<file path="config.mk">
export PLATFORM = sky130hd
export DESIGN_NAME = kernel_seq_ctrl
export DESIGN_NICKNAME = d
export VERILOG_FILES = /design/src/rtl/kernel_seq_ctrl_pkg.sv /design/src/rtl/kernel_seq_ctrl_run_watchdog.sv /design/src/rtl/kernel_seq_ctrl.sv
export SDC_FILE = /design/constraint.sdc
export NUM_CORES = 1
export LEC_CHECK = 0
export ABC_AREA = 1
export CORE_AREA = 2 2 90 92
export CTS_BUF_LIST = sky130_fd_sc_hd__clkbuf_2 sky130_fd_sc_hd__clkbuf_4 sky130_fd_sc_hd__clkbuf_8
export DETAILED_ROUTE_END_ITERATION = 6
export DIE_AREA = 0 0 92 94
export PLACE_DENSITY_LB_ADDON = 0.15
export RECOVER_POWER = 100
export SYNTH_ARGS = -nofsm -noshare
export SYNTH_HDL_FRONTEND = slang
export SYNTH_SLANG_ARGS = --single-unit
</file>
<file path="constraint.sdc">
create_clock -name clk -period 2.28 [get_ports clk]
set_input_delay 0.57 -clock clk [delete_from_list [all_inputs] [get_ports clk]]
set_output_delay 0.57 -clock clk [all_outputs]
set_load 0.005 [all_outputs]
</file>
<file path="src/rtl/kernel_seq_ctrl_pkg.sv">
// kernel_seq_ctrl_pkg
//   Shared definitions for the multi-kernel convolution sequencer:
//   the top-level FSM code that enables the sequencer, the phase
//   encoding of the sequencer FSM, and a width helper for counters
//   that must stay at least one bit wide.
package kernel_seq_ctrl_pkg;

  // Top-level FSM state code in which the sequencer is allowed to run.
  localparam int BONUS = 5;

  typedef enum logic [2:0] {
    KS_IDLE  = 3'd0,
    KS_LOAD  = 3'd1,
    KS_RUN   = 3'd2,
    KS_PRINT = 3'd3,
    KS_DONE  = 3'd4
  } ks_phase_e;

  // $clog2 that never returns zero, so degenerate parameter choices
  // (one kernel, 1x1 kernel, watchdog disabled) still give legal vectors.
  function automatic int clog2Min1(input int n);
    return (n <= 2) ? 1 : $clog2(n);
  endfunction

endpackage

</file>
<file path="src/rtl/kernel_seq_ctrl_run_watchdog.sv">
// run_watchdog
//   Saturating cycle counter used to bound how long an engine handshake
//   may stay outstanding. Counting starts from zero after clr_i and
//   advances on every cycle with en_i high.
// Ports
//   clk        clock
//   rst        asynchronous active-high reset
//   clr_i      synchronous clear of the count (wins over en_i)
//   en_i       count this cycle
//   limit_i    expiry threshold; zero disables expiry
//   expired_o  count has reached limit_i (combinational from the count)
module run_watchdog #(
  parameter int W = 8
) (
  input  logic         clk,
  input  logic         rst,
  input  logic         clr_i,
  input  logic         en_i,
  input  logic [W-1:0] limit_i,
  output logic         expired_o
);

  logic [W-1:0] count_q, count_d;

  // Next count: clear has priority; otherwise count up and stick at all-ones.
  always_comb begin
    count_d = count_q;
    if (clr_i) begin
      count_d = '0;
    end else if (en_i && (count_q != '1)) begin
      count_d = count_q + 1'b1;
    end
  end

  always_ff @(posedge clk or posedge rst) begin
    if (rst) begin
      count_q <= '0;
    end else begin
      count_q <= count_d;
    end
  end

  assign expired_o = (limit_i != '0) && (count_q >= limit_i);

endmodule

</file>
<file path="src/rtl/kernel_seq_ctrl.sv">
// kernel_seq_ctrl
//   Sequencer for the convolution datapath. While the top-level FSM sits
//   in ACTIVE_STATE it loads NUM_KERNELS coefficient sets of KDIM*KDIM
//   words from the decoder, and for each set runs the conv engine and
//   then asks the printer for a result dump. A watchdog aborts a RUN
//   that never finishes and raises a sticky error.
// Ports
//   clk, rst        clock, asynchronous active-high reset
//   state_i         top-level FSM state; anything but ACTIVE_STATE idles us
//   dec_valid_i     decoder strobe, dec_data_i valid
//   dec_data_i      coefficient word from the decoder
//   run_done_i      conv engine finished
//   print_done_i    printer finished the current request
//   start_run_o     level, engine runs while high
//   kernel_we_o     one-cycle coefficient write strobe
//   kernel_sel_o    target kernel bank of the write
//   kernel_idx_o    coefficient index of the write
//   kernel_data_o   coefficient value of the write
//   print_req_o     level, held until print_done_i
//   busy_o          loading, running or printing
//   done_o          all kernels handled
//   err_o           sticky watchdog error
module kernel_seq_ctrl
  import kernel_seq_ctrl_pkg::*;
#(
  parameter int                 DATA_W       = 32,
  parameter int                 KDIM         = 3,
  parameter int                 NUM_KERNELS  = 2,
  parameter int                 STATE_W      = 4,
  parameter logic [STATE_W-1:0] ACTIVE_STATE = STATE_W'(BONUS),
  parameter int                 TIMEOUT_CYC  = 1000000,
  localparam int                KLEN         = KDIM * KDIM,
  localparam int                SEL_W        = clog2Min1(NUM_KERNELS),
  localparam int                IDX_W        = clog2Min1(KLEN)
) (
  input  logic               clk,
  input  logic               rst,
  input  logic [STATE_W-1:0] state_i,
  input  logic               dec_valid_i,
  input  logic [DATA_W-1:0]  dec_data_i,
  input  logic               run_done_i,
  input  logic               print_done_i,
  output logic               start_run_o,
  output logic               kernel_we_o,
  output logic [SEL_W-1:0]   kernel_sel_o,
  output logic [IDX_W-1:0]   kernel_idx_o,
  output logic [DATA_W-1:0]  kernel_data_o,
  output logic               print_req_o,
  output logic               busy_o,
  output logic               done_o,
  output logic               err_o
);

  localparam int WD_W = clog2Min1(TIMEOUT_CYC + 1);

  ks_phase_e          phase_q, phase_d;
  logic [IDX_W-1:0]   cnt_q, cnt_d;
  logic [SEL_W-1:0]   kSel_q, kSel_d;
  logic               startRun_q, startRun_d;
  logic               kernelWe_q, kernelWe_d;
  logic [SEL_W-1:0]   kernelSel_q, kernelSel_d;
  logic [IDX_W-1:0]   kernelIdx_q, kernelIdx_d;
  logic [DATA_W-1:0]  kernelData_q, kernelData_d;
  logic               printReq_q, printReq_d;
  logic               busy_q, busy_d;
  logic               done_q, done_d;
  logic               err_q, err_d;

  logic isActive;
  logic lastBeat;
  logic lastKernel;
  logic inRun;
  logic wdExpired;

  assign isActive   = (state_i == ACTIVE_STATE);
  assign lastBeat   = (cnt_q == IDX_W'(KLEN - 1));
  assign lastKernel = (kSel_q == SEL_W'(NUM_KERNELS - 1));
  assign inRun      = (phase_q == KS_RUN);

  // The watchdog only counts while in RUN and is held at zero otherwise,
  // so each kernel's RUN starts with a fresh budget.
  run_watchdog #(
    .W(WD_W)
  ) uWatchdog (
    .clk       (clk),
    .rst       (rst),
    .clr_i     (!inRun),
    .en_i      (inRun),
    .limit_i   (WD_W'(TIMEOUT_CYC)),
    .expired_o (wdExpired)
  );

  // Next-state and next-output logic. Every output is computed here as a
  // _d value and registered below. Leaving ACTIVE_STATE is checked first
  // so it beats any handshake arriving in the same cycle. run_done is only
  // honoured once start_run is actually high, which guarantees exactly one
  // start_run rising edge per kernel.
  always_comb begin
    phase_d      = phase_q;
    cnt_d        = cnt_q;
    kSel_d       = kSel_q;
    startRun_d   = 1'b0;
    kernelWe_d   = 1'b0;
    kernelSel_d  = kernelSel_q;
    kernelIdx_d  = kernelIdx_q;
    kernelData_d = kernelData_q;
    printReq_d   = 1'b0;
    err_d        = err_q;

    if (!isActive) begin
      phase_d      = KS_IDLE;
      cnt_d        = '0;
      kSel_d       = '0;
      kernelSel_d  = '0;
      kernelIdx_d  = '0;
      kernelData_d = '0;
      err_d        = 1'b0;
    end else begin
      case (phase_q)
        KS_IDLE: begin
          phase_d = KS_LOAD;
          cnt_d   = '0;
          kSel_d  = '0;
        end
        KS_LOAD: begin
          if (dec_valid_i) begin
            kernelWe_d   = 1'b1;
            kernelIdx_d  = cnt_q;
            kernelSel_d  = kSel_q;
            kernelData_d = dec_data_i;
            if (lastBeat) begin
              cnt_d   = '0;
              phase_d = KS_RUN;
            end else begin
              cnt_d = cnt_q + 1'b1;
            end
          end
        end
        KS_RUN: begin
          if (run_done_i && startRun_q) begin
            printReq_d = 1'b1;
            phase_d    = KS_PRINT;
          end else if (wdExpired) begin
            err_d   = 1'b1;
            phase_d = KS_DONE;
          end else begin
            startRun_d = 1'b1;
          end
        end
        KS_PRINT: begin
          if (print_done_i) begin
            if (lastKernel) begin
              phase_d = KS_DONE;
            end else begin
              kSel_d  = kSel_q + 1'b1;
              cnt_d   = '0;
              phase_d = KS_LOAD;
            end
          end else begin
            printReq_d = 1'b1;
          end
        end
        KS_DONE: begin
          phase_d = KS_DONE;
        end
        default: begin
          phase_d = KS_IDLE;
        end
      endcase
    end

    busy_d = (phase_d == KS_LOAD) || (phase_d == KS_RUN) || (phase_d == KS_PRINT);
    done_d = (phase_d == KS_DONE);
  end

  // State and output registers.
  always_ff @(posedge clk or posedge rst) begin
    if (rst) begin
      phase_q      <= KS_IDLE;
      cnt_q        <= '0;
      kSel_q       <= '0;
      startRun_q   <= 1'b0;
      kernelWe_q   <= 1'b0;
      kernelSel_q  <= '0;
      kernelIdx_q  <= '0;
      kernelData_q <= '0;
      printReq_q   <= 1'b0;
      busy_q       <= 1'b0;
      done_q       <= 1'b0;
      err_q        <= 1'b0;
    end else begin
      phase_q      <= phase_d;
      cnt_q        <= cnt_d;
      kSel_q       <= kSel_d;
      startRun_q   <= startRun_d;
      kernelWe_q   <= kernelWe_d;
      kernelSel_q  <= kernelSel_d;
      kernelIdx_q  <= kernelIdx_d;
      kernelData_q <= kernelData_d;
      printReq_q   <= printReq_d;
      busy_q       <= busy_d;
      done_q       <= done_d;
      err_q        <= err_d;
    end
  end

  assign start_run_o   = startRun_q;
  assign kernel_we_o   = kernelWe_q;
  assign kernel_sel_o  = kernelSel_q;
  assign kernel_idx_o  = kernelIdx_q;
  assign kernel_data_o = kernelData_q;
  assign print_req_o   = printReq_q;
  assign busy_o        = busy_q;
  assign done_o        = done_q;
  assign err_o         = err_q;

endmodule

</file>
==> results_dict.tcl <==
set metrics [dict create \
    slowest_stage "dfrtp_1" \
    ys_warn_count 0 \
    cts_buffers 9 \
    max_freq_ghz 0.496 \
    synth-xor-area-share_pct 0.249 \
    crit_chain "ha_1 -> inv_1 -> nor2_4 -> nand2_1 -> nor2_4 -> nand3_2 -> o21ai_2" \
    finalInstanceArea_mm2 0.00464 \
    num_rows 32 \
    netlist_instances 444 \
    cts_max_level 3 \
    area_growth_pct 31.9 \
    ant_nets 0 \
    final_layout_size_suffix_gt1_share_pct 8.05 \
    ff2ff_path_depth 7 \
    leakage_nw 2.43 \
    timing.reg2reg.setup_slack_ns 0.26 \
    synth_ff_type "dfrtp_1" \
    overflow 0 \
    min_period_ns 2.02 \
    path_class "reg -> reg" \
    boundaryPins 84 \
    clk_latency_ns 0.34 \
    yosys.area_share.adder_pct 1.42 \
    routedWlPerCell_um 13.2 \
    ctsResizeCount 0 \
    routed_wl_um 8370 \
    grt_max_degree 72 \
    syn_avg_cell_area_um2 7.93 \
    finalCritPeriodShare_pct 88.5 \
    r2r-start "uWatchdog.count_q[0]" \
    synth.top_cells.by_area "dfrtp_1 (50%), nand2_1 (17%), nand3_1 (10%)" \
    dieArea_mm2 0.00865 \
    worst_setup_path_end_kind "register" \
    synth-edff-count 0 \
    synth_common_cells "nand2_1 (158), nand3_1 (72), dfrtp_1 (71)" \
    hold_start "kernel_data_o[31]" \
    max-slew-margin-rel_pct 36.6 \
    arrival_ns 2.28 \
    cp_top_family "simple AND/OR/NAND/NOR gates" \
    peakVddDrop_mv 0.338 \
    min_path_type "reg -> reg" \
    vias 3169 \
    placed_cell_area_mm2 0.00446 \
    diodes 0 \
    yosysUniqueCellTypes 31 \
    io_buffers 83 \
    synth_top_area_share_pct 50.5 \
    worst_path_most_repeated_cell "nor2_4" \
    status "finished clean" \
    cp_max_fo 20 \
    synth_seq_area_share_pct 50.5 \
    drt-initial-drc-count 233 \
    detailed_place_hpwl_um 5890 \
    drv_slew 0 \
    rr_endpoint "uWatchdog.count_q[1]" \
    power_density_mw_per_mm2 556 \
    die_w_um 92 \
    synth_nets 489 \
    track_usage_pct 21.0 \
    die_h_um 94 \
    muxShareOfSynthArea_pct 0 \
    cap_violations 0 \
    cts_setup_buffers 0 \
    dp_slack_ns 0.264 \
    grt_first_pass_wirelength_um 14500 \
    synth.largest_area_cell "dfrtp_1" \
    dr.pass1.iters 5 \
    worstPathRequired_ns 2.54 \
    cts_tree "yes" \
    ctsHoldBuffers 0 \
    path_clk_slew_ns 0.08 \
    antenna_found_initial 0 \
    initial_core_util_pct 46.3 \
    core_area_mm2 0.00761 \
    fin_nets 575 \
    worst_clock_skew_ns 0.00688 \
    clkSinkCount 71 \
    synth_top_family_by_area "simple AND/OR/NAND/NOR gates" \
    cts_buffer_depth 2 \
    synth-simple-area-share_pct 37.0 \
    tns_ns 0 \
    hold_violations 0 \
    async_reset_ff_share_pct 100 \
    via_per_inst 4.98 \
    setup_violations 0 \
    synth_most_common_cell "nand2_1" \
    cts_root_buf "clkbuf_8" \
    crit_path_max_incr_delay_ns 0.43 \
    rsz0062_at_grt "false" \
    worstMarginPinSlew_ns 0.950 \
    grt_pass1_vias 3155 \
    hold_depth 2 \
    holdPathEnd "kernel_data_o[31]" \
    synth_area_mm2 0.00352 \
    finalWorstSetupSlack_ns 0.263 \
    cp_num_buf_inv 1 \
    worstSetupStartpointType "register" \
    synth-seq-cells 71 \
    drc_errors 0 \
    place_congestion 0.899 \
    synth-compound-area-share_pct 4.09 \
]
[per-layer routing]
metal / global-route usage, % / vias to the layer above / share of wire (%)
li1: - / 1593 / -
met5: 0 / - / 0
met1: 27.2 / 1491 / 44
met4: 7.09 / 0 / 1.0
met2: 35.4 / 77 / 50
met3: 3.93 / 8 / 4.8
[worst max-delay path by stage]
stage	startpoint	endpoint	slack [ns]	depth (start not counted)
6_report	uWatchdog.count_q[0]	uWatchdog.count_q[1]	0.26	7
5_1_grt	uWatchdog.count_q[0]	uWatchdog.count_q[1]	0.10	7
4_1_cts	uWatchdog.count_q[0]	uWatchdog.count_q[1]	0.32	7
3_5_place_dp	state_i[3]	kernel_idx_o[0]	0.26	7
3_3_place_gp	state_i[1]	kernel_data_o[10]	0.31	7
2_1_floorplan	uWatchdog.count_q[0]	uWatchdog.count_q[0]	0.84	8
[placed cells by master, fill, tap and decap left out, types with 4 or more instances in the layout]
cell,n
nand2_1,159
nand3_1,72
dfrtp_1,71
dlygate4sd3_1,45
clkdlybuf4s50_1,38
nor2_1,34
inv_1,33
o21ai_0,15
clkbuf_8,9
or2_2,8
nand4_1,6
nor3_1,4
a21oi_1,4
ha_1,4
buf_4,4
[area by class of cell]
type / instances / area (um^2)
Timing Repair Buffer: 90 / 892
Clock inverter: 6 / 109
Inverter: 36 / 139
Fill cell: 694 / 2960
Multi-Input combinational cell: 322 / 1480
Tap cell: 102 / 128
Clock buffer: 9 / 124
Sequential cell: 71 / 1780
[registers in the layout, indices dropped and copies added, names as in the netlist]
name               cells
busy_o                 1
print_req_o            1
kernel_sel_o           1
phase_q                3
kernel_data_o         32
start_run_o            1
err_o                  1
done_o                 1
kernel_idx_o           4
cnt_q                  4
kernel_we_o            1
kSel_q                 1
uWatchdog.count_q     20
[report_power, final]
part / total, mW / internal (mW) / switching, mW / leakage (nW)
sequential: 1.26 / 1.26 / 0.00112 / 0.992
combinational: 0.117 / 0.0658 / 0.0512 / 1.32
clock: 1.21 / 0.721 / 0.485 / 0.119
[metrics by stage]
stage          power (mW)  hold WS [ns]  instances  util (%)
3_3_place_gp         1.41         0.488        621      58.6
6_report             2.58         0.502        636      61.0
2_1_floorplan        1.32         0.465        444         -
3_5_place_dp         1.41         0.497        621      58.6
4_1_cts              2.61         0.517        636      61.6
5_1_grt              2.68         0.528        636      61.0
[tightest hold or removal path, delay by kind of cell, from the launching register on]
family	cells	cell delay, ns
and+or+nand+nor	2	0.13
DFF	1	0.34
[cell families (layout without fill, tap and decap cells)]
group / after synthesis / in the layout
buf+inv: 51 / 141
compound gates: 25 / 25
flops: 71 / 71
xor+xnor: 1 / 1
fa+ha+maj: 4 / 4
simple gates: 292 / 292
Power figures use the tool's default switching activity.
